--- src/rtl/cnv_window_gen.sv ---
// Raster pixel stream to zero-padded 3x3 neighbourhood generator feeding the mac array.
// Two line buffers plus a shifting 3x3 register window; padding is applied from centre counters.
module cnv_window_gen #(
    parameter int WIDTH  = 128,
    parameter int HEIGHT = 128
) (
    input  logic         clk,
    input  logic         rstn,
    input  logic         vld_i,
    input  logic [7:0]   pix_i,
    output logic         rdy_o,
    output logic [127:0] din_o,
    output logic         vld_o,
    output logic         done_o
);
    localparam int CW = $clog2(WIDTH);
    localparam int RW = $clog2(HEIGHT + 1);
    localparam logic [CW-1:0] COL_LAST = CW'(WIDTH - 1);
    localparam logic [RW-1:0] ROW_LAST = RW'(HEIGHT - 1);

    typedef enum logic [1:0] {IDLE, FILL, RUN, FLUSH} state_t;
    state_t state, state_nxt;

    logic [CW-1:0]        in_col, c_col;
    logic [RW-1:0]        in_row, c_row;
    logic [7:0]           lb0 [WIDTH];
    logic [7:0]           lb1 [WIDTH];
    logic [2:0][2:0][7:0] win, win_nxt;
    logic [127:0]         din_nxt;
    logic                 acc, step, emit, in_last, c_last, fill_end;

    assign acc      = vld_i && rdy_o;
    assign step     = acc || (state == FLUSH);
    assign in_last  = (in_col == COL_LAST);
    assign c_last   = (c_row == ROW_LAST) && (c_col == COL_LAST);
    assign fill_end = (in_row == RW'(1)) && (in_col == CW'(1));
    assign emit     = (state == FLUSH) || (acc && (state == RUN || (state == FILL && fill_end)));

    always_comb begin
        state_nxt = state;
        case (state)
            IDLE:    if (acc) state_nxt = FILL;
            FILL:    if (acc && fill_end) state_nxt = RUN;
            RUN:     if (acc && in_row == ROW_LAST && in_last) state_nxt = FLUSH;
            FLUSH:   if (c_last) state_nxt = IDLE;
            default: state_nxt = IDLE;
        endcase
    end

    // New right-hand column: two rows from the line buffers, newest row from the input.
    // Stale buffer contents at frame start and wrapped columns are removed by masking below.
    always_comb begin
        for (int i = 0; i < 3; i++) begin
            win_nxt[i][0] = win[i][1];
            win_nxt[i][1] = win[i][2];
        end
        win_nxt[0][2] = lb1[in_col];
        win_nxt[1][2] = lb0[in_col];
        win_nxt[2][2] = (state == FLUSH) ? 8'h00 : pix_i;
    end

    always_comb begin
        din_nxt = '0;
        for (int i = 0; i < 3; i++) begin
            for (int j = 0; j < 3; j++) begin
                if (!((i == 0 && c_row == '0) || (i == 2 && c_row == ROW_LAST) ||
                      (j == 0 && c_col == '0) || (j == 2 && c_col == COL_LAST)))
                    din_nxt[8*(3*i+j) +: 8] = win_nxt[i][j];
            end
        end
    end

    always_ff @(posedge clk) begin
        if (acc) begin
            lb1[in_col] <= lb0[in_col];
            lb0[in_col] <= pix_i;
        end
    end

    always_ff @(posedge clk or negedge rstn) begin
        if (!rstn) state <= IDLE;
        else       state <= state_nxt;
    end

    always_ff @(posedge clk or negedge rstn) begin
        if (!rstn) begin
            in_col <= '0;
            in_row <= '0;
            c_col  <= '0;
            c_row  <= '0;
            win    <= '0;
            din_o  <= '0;
            vld_o  <= 1'b0;
            done_o <= 1'b0;
            rdy_o  <= 1'b0;
        end else begin
            rdy_o  <= (state_nxt != FLUSH);
            vld_o  <= emit;
            done_o <= emit && c_last;
            if (step) begin
                win <= win_nxt;
                if (in_last) begin
                    in_col <= '0;
                    in_row <= in_row + RW'(1);
                end else begin
                    in_col <= in_col + CW'(1);
                end
            end
            if (emit) begin
                din_o <= din_nxt;
                if (c_col == COL_LAST) begin
                    c_col <= '0;
                    c_row <= c_last ? '0 : c_row + RW'(1);
                end else begin
                    c_col <= c_col + CW'(1);
                end
            end
            // Flush runs the input counters past the frame; rewind them for the next frame.
            if (state == FLUSH && c_last) begin
                in_col <= '0;
                in_row <= '0;
            end
        end
    end
endmodule

--- config.mk ---
export PLATFORM = sky130hd
export DESIGN_NAME = cnv_window_gen
export DESIGN_NICKNAME = d
export VERILOG_FILES = /design/src/rtl/cnv_window_gen.sv
export SDC_FILE = /design/constraint.sdc
export NUM_CORES = 2
export LEC_CHECK = 0
export BUFFER_PORTS_ARGS = -buffer_cell sky130_fd_sc_hd__buf_2
export CORE_MARGIN = 3
export CORE_UTILIZATION = 60
export DETAILED_ROUTE_END_ITERATION = 6
export PLACE_DENSITY_LB_ADDON = 0.08
export SLEW_MARGIN = 15
export SYNTH_ARGS = -nofsm -noshare
export SYNTH_HDL_FRONTEND = slang
export SYNTH_SLANG_ARGS = --single-unit
export TNS_END_PERCENT = 50
--- constraint.sdc ---
create_clock -name clk -period 3.8 [get_ports clk]
set_input_delay 0 -clock clk [delete_from_list [all_inputs] [get_ports clk]]
set_output_delay 0 -clock clk [all_outputs]
set_load 0.02 [all_outputs]
Word-level counts from Yosys, hierarchy flattened
Memory sizes are Yosys's and may differ from the RTL's.
Index checks and enable logic that the tools add are counted.
{ "totals": {"ramBits": 2048, "wordCells": 79, "out_inout_bits": 131, "register_bits": 155, "n_memories": 2} }
{ "memory_table": {"columns": ["name", "depth", "width", "rd", "rd_ports_with_merged_regs", "write_ports", "line", "source"], "rows": [
  ["lb0", 128, 8, 1, 0, 1, "26", "logic [7:0] lb0 [WIDTH];"],
  ["lb1", 128, 8, 1, 0, 1, "27", "logic [7:0] lb1 [WIDTH];"]
]} }
{ "op_classes": {"n_eq_ne": 10, "addsub": 4, "reduce_logical": 24, "mux": 24} }
{ "op_table": {"columns": ["op", "n"], "rows": [
  ["2-to-1 mux 8 bit", 13],
  ["2-to-1 mux 7 bit", 4],
  ["adder 8 x 1 -> 8 bit (second input constant)", 2],
  ["== test 8 x 7 -> 1 bit (second input constant)", 2],
  ["adder 7 x 1 -> 7 bit (second input constant)", 2],
  ["== test 7 bit (second input constant)", 2],
  ["logical AND 1 bit", 10],
  ["== test 8 x 1 -> 1 bit (second input constant)", 1],
  ["zero test 8 bit", 1],
  ["2-to-1 mux 2 bit", 4],
  ["one-hot mux 2 bit (4 select lines)", 1],
  ["== test 7 x 1 -> 1 bit (second input constant)", 1],
  ["zero test 7 bit", 1],
  ["logical OR 1 bit", 7],
  ["== test 2 bit (second input constant)", 2],
  ["AND reduction 2 bit", 2],
  ["nonzero test 2 bit", 2],
  ["== test 2 x 1 -> 1 bit (second input constant)", 1],
  ["zero test 2 bit", 1],
  ["2-to-1 mux 1 bit", 2],
  ["inequality test 2 bit (second input constant)", 1]
]} }

Depth between registers and ports, before layout
{ "depth": {"word_depth": 7, "depth_mapped": 11} }

Least setup slack after synthesis
OpenSTA, ideal clock, no wires.
{ "synth_path": {"path_type": "reg2reg", "start": "register in_col[2]", "end": "memory lb1[0][0], data pin", "required_ns": 3.313, "arrival_ns": 3.064, "setup_slack_ns": 0.250, "period_less_slack_ns": 3.550, "path_buffers": 4, "path_stages_with_launch": 11, "cell_sequence": "dfrtp_1 buf_4 or2_1 buf_2 buf_6 buf_2 o22ai_1 o21ai_0 a41oi_1 nor4_2 inv_1"} }
{ "synth_lines": {"columns": ["item", "line", "source"], "rows": [
  ["from (decl)", "24", "logic [CW-1:0] in_col, c_col;"],
  ["from (signal assigned)", "106", "in_col <= in_col + CW'(1);"],
  ["to (decl)", "27", null]
]} }

==> reports/qor.yml <==
required_ns: 4.35
arrival_ns: 4.28
antenna_left: 0
placed_cells: 7193
wirelength_um: 221100
syn_area_um2: 85890
viasPerCell: 6.314
grt_use_met3_pct: 6.112
hpwl_um: 136900
grt.busiest_layer: "met2"
ff2ff_setup_slack_ns: 0.07
initialDrtViolationCount: 5393
io_buffer_count: 85
most-common-layout-cells: "2048 x edfxtp_1, 1025 x mux2i_1, 513 x o22ai_1, 371 x buf_4, 253 x nand2_1"
fin_tns_setup_ns: 0
crit_fanout: 46
worst_slew_pin_slew_ns: 1.089
fin_crit_ns: 3.733
drcViolationCount: 0
path_cells: "or2_4 -> buf_12 -> buf_4 -> o22ai_1 -> o21ai_0 -> a41oi_1 -> nor4_2 -> inv_4 -> buf_12"
reg2reg_from: "in_col[1]"
syn_avg_cell_area_um2: 16.86
grt_start_max_net_pins: 109
cpMostUsedCell: "buf_12"
path_clk_slew_ns: 0.06
hold_class: "in2async"
root_buffer: "clkbuf_16"
grt.met1_usage_pct: 43.93
critPathKind: "reg2reg"
pwr-share-seq_pct: 44.2
vdd.ir_drop.worst_v: 0.0008097
synthToLayoutAreaGrowth_pct: 14.19
combinationalPowerShare_pct: 27.8
synth_edf_count: 2048
start_util_pct: 60.52
synthFlopType: "edfxtp_1"
p_sw_mw: 23.44
clk_latency_ns: 0.83
vias: 48010
cts_num_sinks: 2203
report.final.slew_viol_count: 0
clk_path_buf_depth: 3
std_cell_rows: 138
met2_usage_pct: 46.27
first_pass_iters: 6
finalCritPeriodShare_pct: 98.25
layout_commonest_cell: "edfxtp_1"
maxSlewHeadroom_pct: 27.11
die_w_um: 384.4
async_reset_ff_share_pct: 7.036
setup_viol: 0
cts_tree: "yes"
power_density_nw_per_um2: 747.6
clock_skew_ns: 0.03177
reg2reg_depth: 9
end_kind: "flip-flop"
cp-start-kind: "flip-flop"
ys_seq_area_share_pct: 76.11
hold_viol_final: 0
grt_usage_pct: 30.00
cp_slowest_stage_delay_ns: 0.65
die-area_um2: 147700
leakagePower_nw: 34.84
wl_per_cell_um: 29.08
synthCells: 5096
clkPwrFrac_pct: 28.0
grt_pass1_vias: 45690
cap_violations: 0
r2r-end: "lb1[48][6]"
crit_path_top_delay_cell: "dfrtp_1"
htree_levels: 4
final_cells: 7603
fmax_ghz: 0.2679
swShare_pct: 31.97
yosys_warnings: 0
ys_ff_latch: 2203
grt_pass1_wl_um: 320000
antenna_found_initial: 2
crit_start: "in_col[1]"
status: "complete, no violations"
cts_buffers: 213
final_nets: 5551
grt_overflow: 0
drive_above_1_share_pct: 15.07
die_h_um: 384.4
place_congestion: 0.8689
intPower_mw: 49.89
core_area_um2: 141900
io_pins: 142
synth_cell_types: 47
==> worst max-delay path: cells and delay by family, from the launching register on <==
family          cells  cell delay, ns
buf+inv             4            1.09
compound gates      3            0.96
simple gates        2            0.70
flops               1            0.65
==> Yosys cell counts, types with 2 or more instances <==
| library cell | count | area share, % |
|---|---|---|
| buf_6 | 9 | 0.12 |
| and3_1 | 5 | 0.036 |
| nor4_2 | 16 | 0.23 |
| mux2i_1 | 1025 | 12 |
| nor2b_1 | 4 | 0.029 |
| nand4_1 | 7 | 0.051 |
| buf_1 | 5 | 0.022 |
| a31oi_1 | 2 | 0.015 |
| o22ai_1 | 513 | 3.7 |
| and2_0 | 2 | 0.015 |
| xor2_1 | 7 | 0.071 |
| dfrtp_1 | 155 | 4.5 |
| clkbuf_1 | 87 | 0.38 |
| buf_2 | 156 | 0.91 |
| nor3_1 | 7 | 0.041 |
| nand2b_1 | 5 | 0.036 |
| o21ai_0 | 201 | 1.2 |
| nor4_1 | 6 | 0.044 |
| xnor2_1 | 8 | 0.082 |
| o21ai_1 | 95 | 0.55 |
| ha_1 | 8 | 0.12 |
| a22o_1 | 8 | 0.082 |
| nand2_1 | 254 | 1.1 |
| a41oi_1 | 65 | 0.66 |
| nor2_1 | 173 | 0.76 |
| nand3_1 | 45 | 0.26 |
| buf_4 | 110 | 0.96 |
| o31ai_1 | 2 | 0.017 |
| and2_1 | 5 | 0.036 |
| inv_1 | 16 | 0.070 |
| a21oi_1 | 27 | 0.16 |
| nor4bb_1 | 2 | 0.023 |
| edfxtp_1 | 2048 | 72 |
| or2_1 | 5 | 0.036 |
==> power groups by stage <==
stage / clock network (mW) / registers [mW] / logic [mW]
after CTS: 20.8 / 32.4 / 20.2
after detailed placement: 0 / 33.0 / 20.1
final: 20.5 / 32.4 / 20.4
after global placement: 0 / 32.9 / 19.8
after global routing: 21.8 / 32.5 / 21.3
after floorplan: 0 / 33.0 / 8.87
==> cell families after synthesis <==
group | synth area share, %
DFF | 76.11
muxes | 11.94
AOI/OAI and AO/OA | 6.433
and+or+nand+nor | 2.771
buffers and inverters | 2.465
xor gates and xnor gates | 0.1530
adders and majority gates | 0.1165
other | 0.004366
==> sequential cells by signal, indices dropped and copies added (netlist names) <==
register and flops:
lb0 1024, lb1 1024, din_o 72, win 40
c_row 8, din_nxt 8, in_row 8, c_col 7
in_col 7, state 2, done_o 1, rdy_o 1
vld_o 1
==> layer usage <==
metal  up-vias  routed length (µm)
li1      20890                   -
met1     24540               91010
met2      2242              102800
met3       334               20840
met4         0                6403
met5         -                   0
==> how the worst max path moves through the flow <==
stage,to,slack (ns),cells past startpoint
after floorplan,lb1[0][0],0.25,10
after global placement,lb1[102][4],0.05,9
after CTS,lb1[124][2],0.05,9
final,lb1[48][6],0.07,9
after detailed placement,lb1[102][4],0.001,9
after global routing,lb1[46][2],-0.002,10
==> timing repair <==
item | in CTS | in global routing
hold buffers | 12 | 0
setup endpoints to repair | 29 | 547
gates resized for setup | 1 | 5
buffers inserted | 0 | 3
endpoints found under the hold margin | 749 | 0
==> stage by stage <==
step	hold slack [ns]	setup WS, ns	total power [mW]	instance area (µm²)	utilization [%]
after floorplan	-0.2956	0.2498	41.86	86100	-
after global placement	0.08927	0.05193	52.69	91080	64.17
after global routing	0.3360	-0.001630	75.65	98080	69.11
after detailed placement	0.08377	0.001432	53.10	91080	64.17
final	0.3183	0.06663	73.33	98090	69.11
after CTS	0.2743	0.04677	73.45	98030	69.07
==> final cells by class <==
class / count / area (µm²)
Antenna cell: 1 / 2.502
Clock buffer: 282 / 5779
Clock inverter: 113 / 1025
Fill cell: 9269 / 43840
Inverter: 17 / 83.83
Multi-Input combinational cell: 2564 / 18690
Sequential cell: 2203 / 65380
Tap cell: 1890 / 2365
Timing Repair Buffer: 533 / 4758
Power figures use the tool's default switching activity.
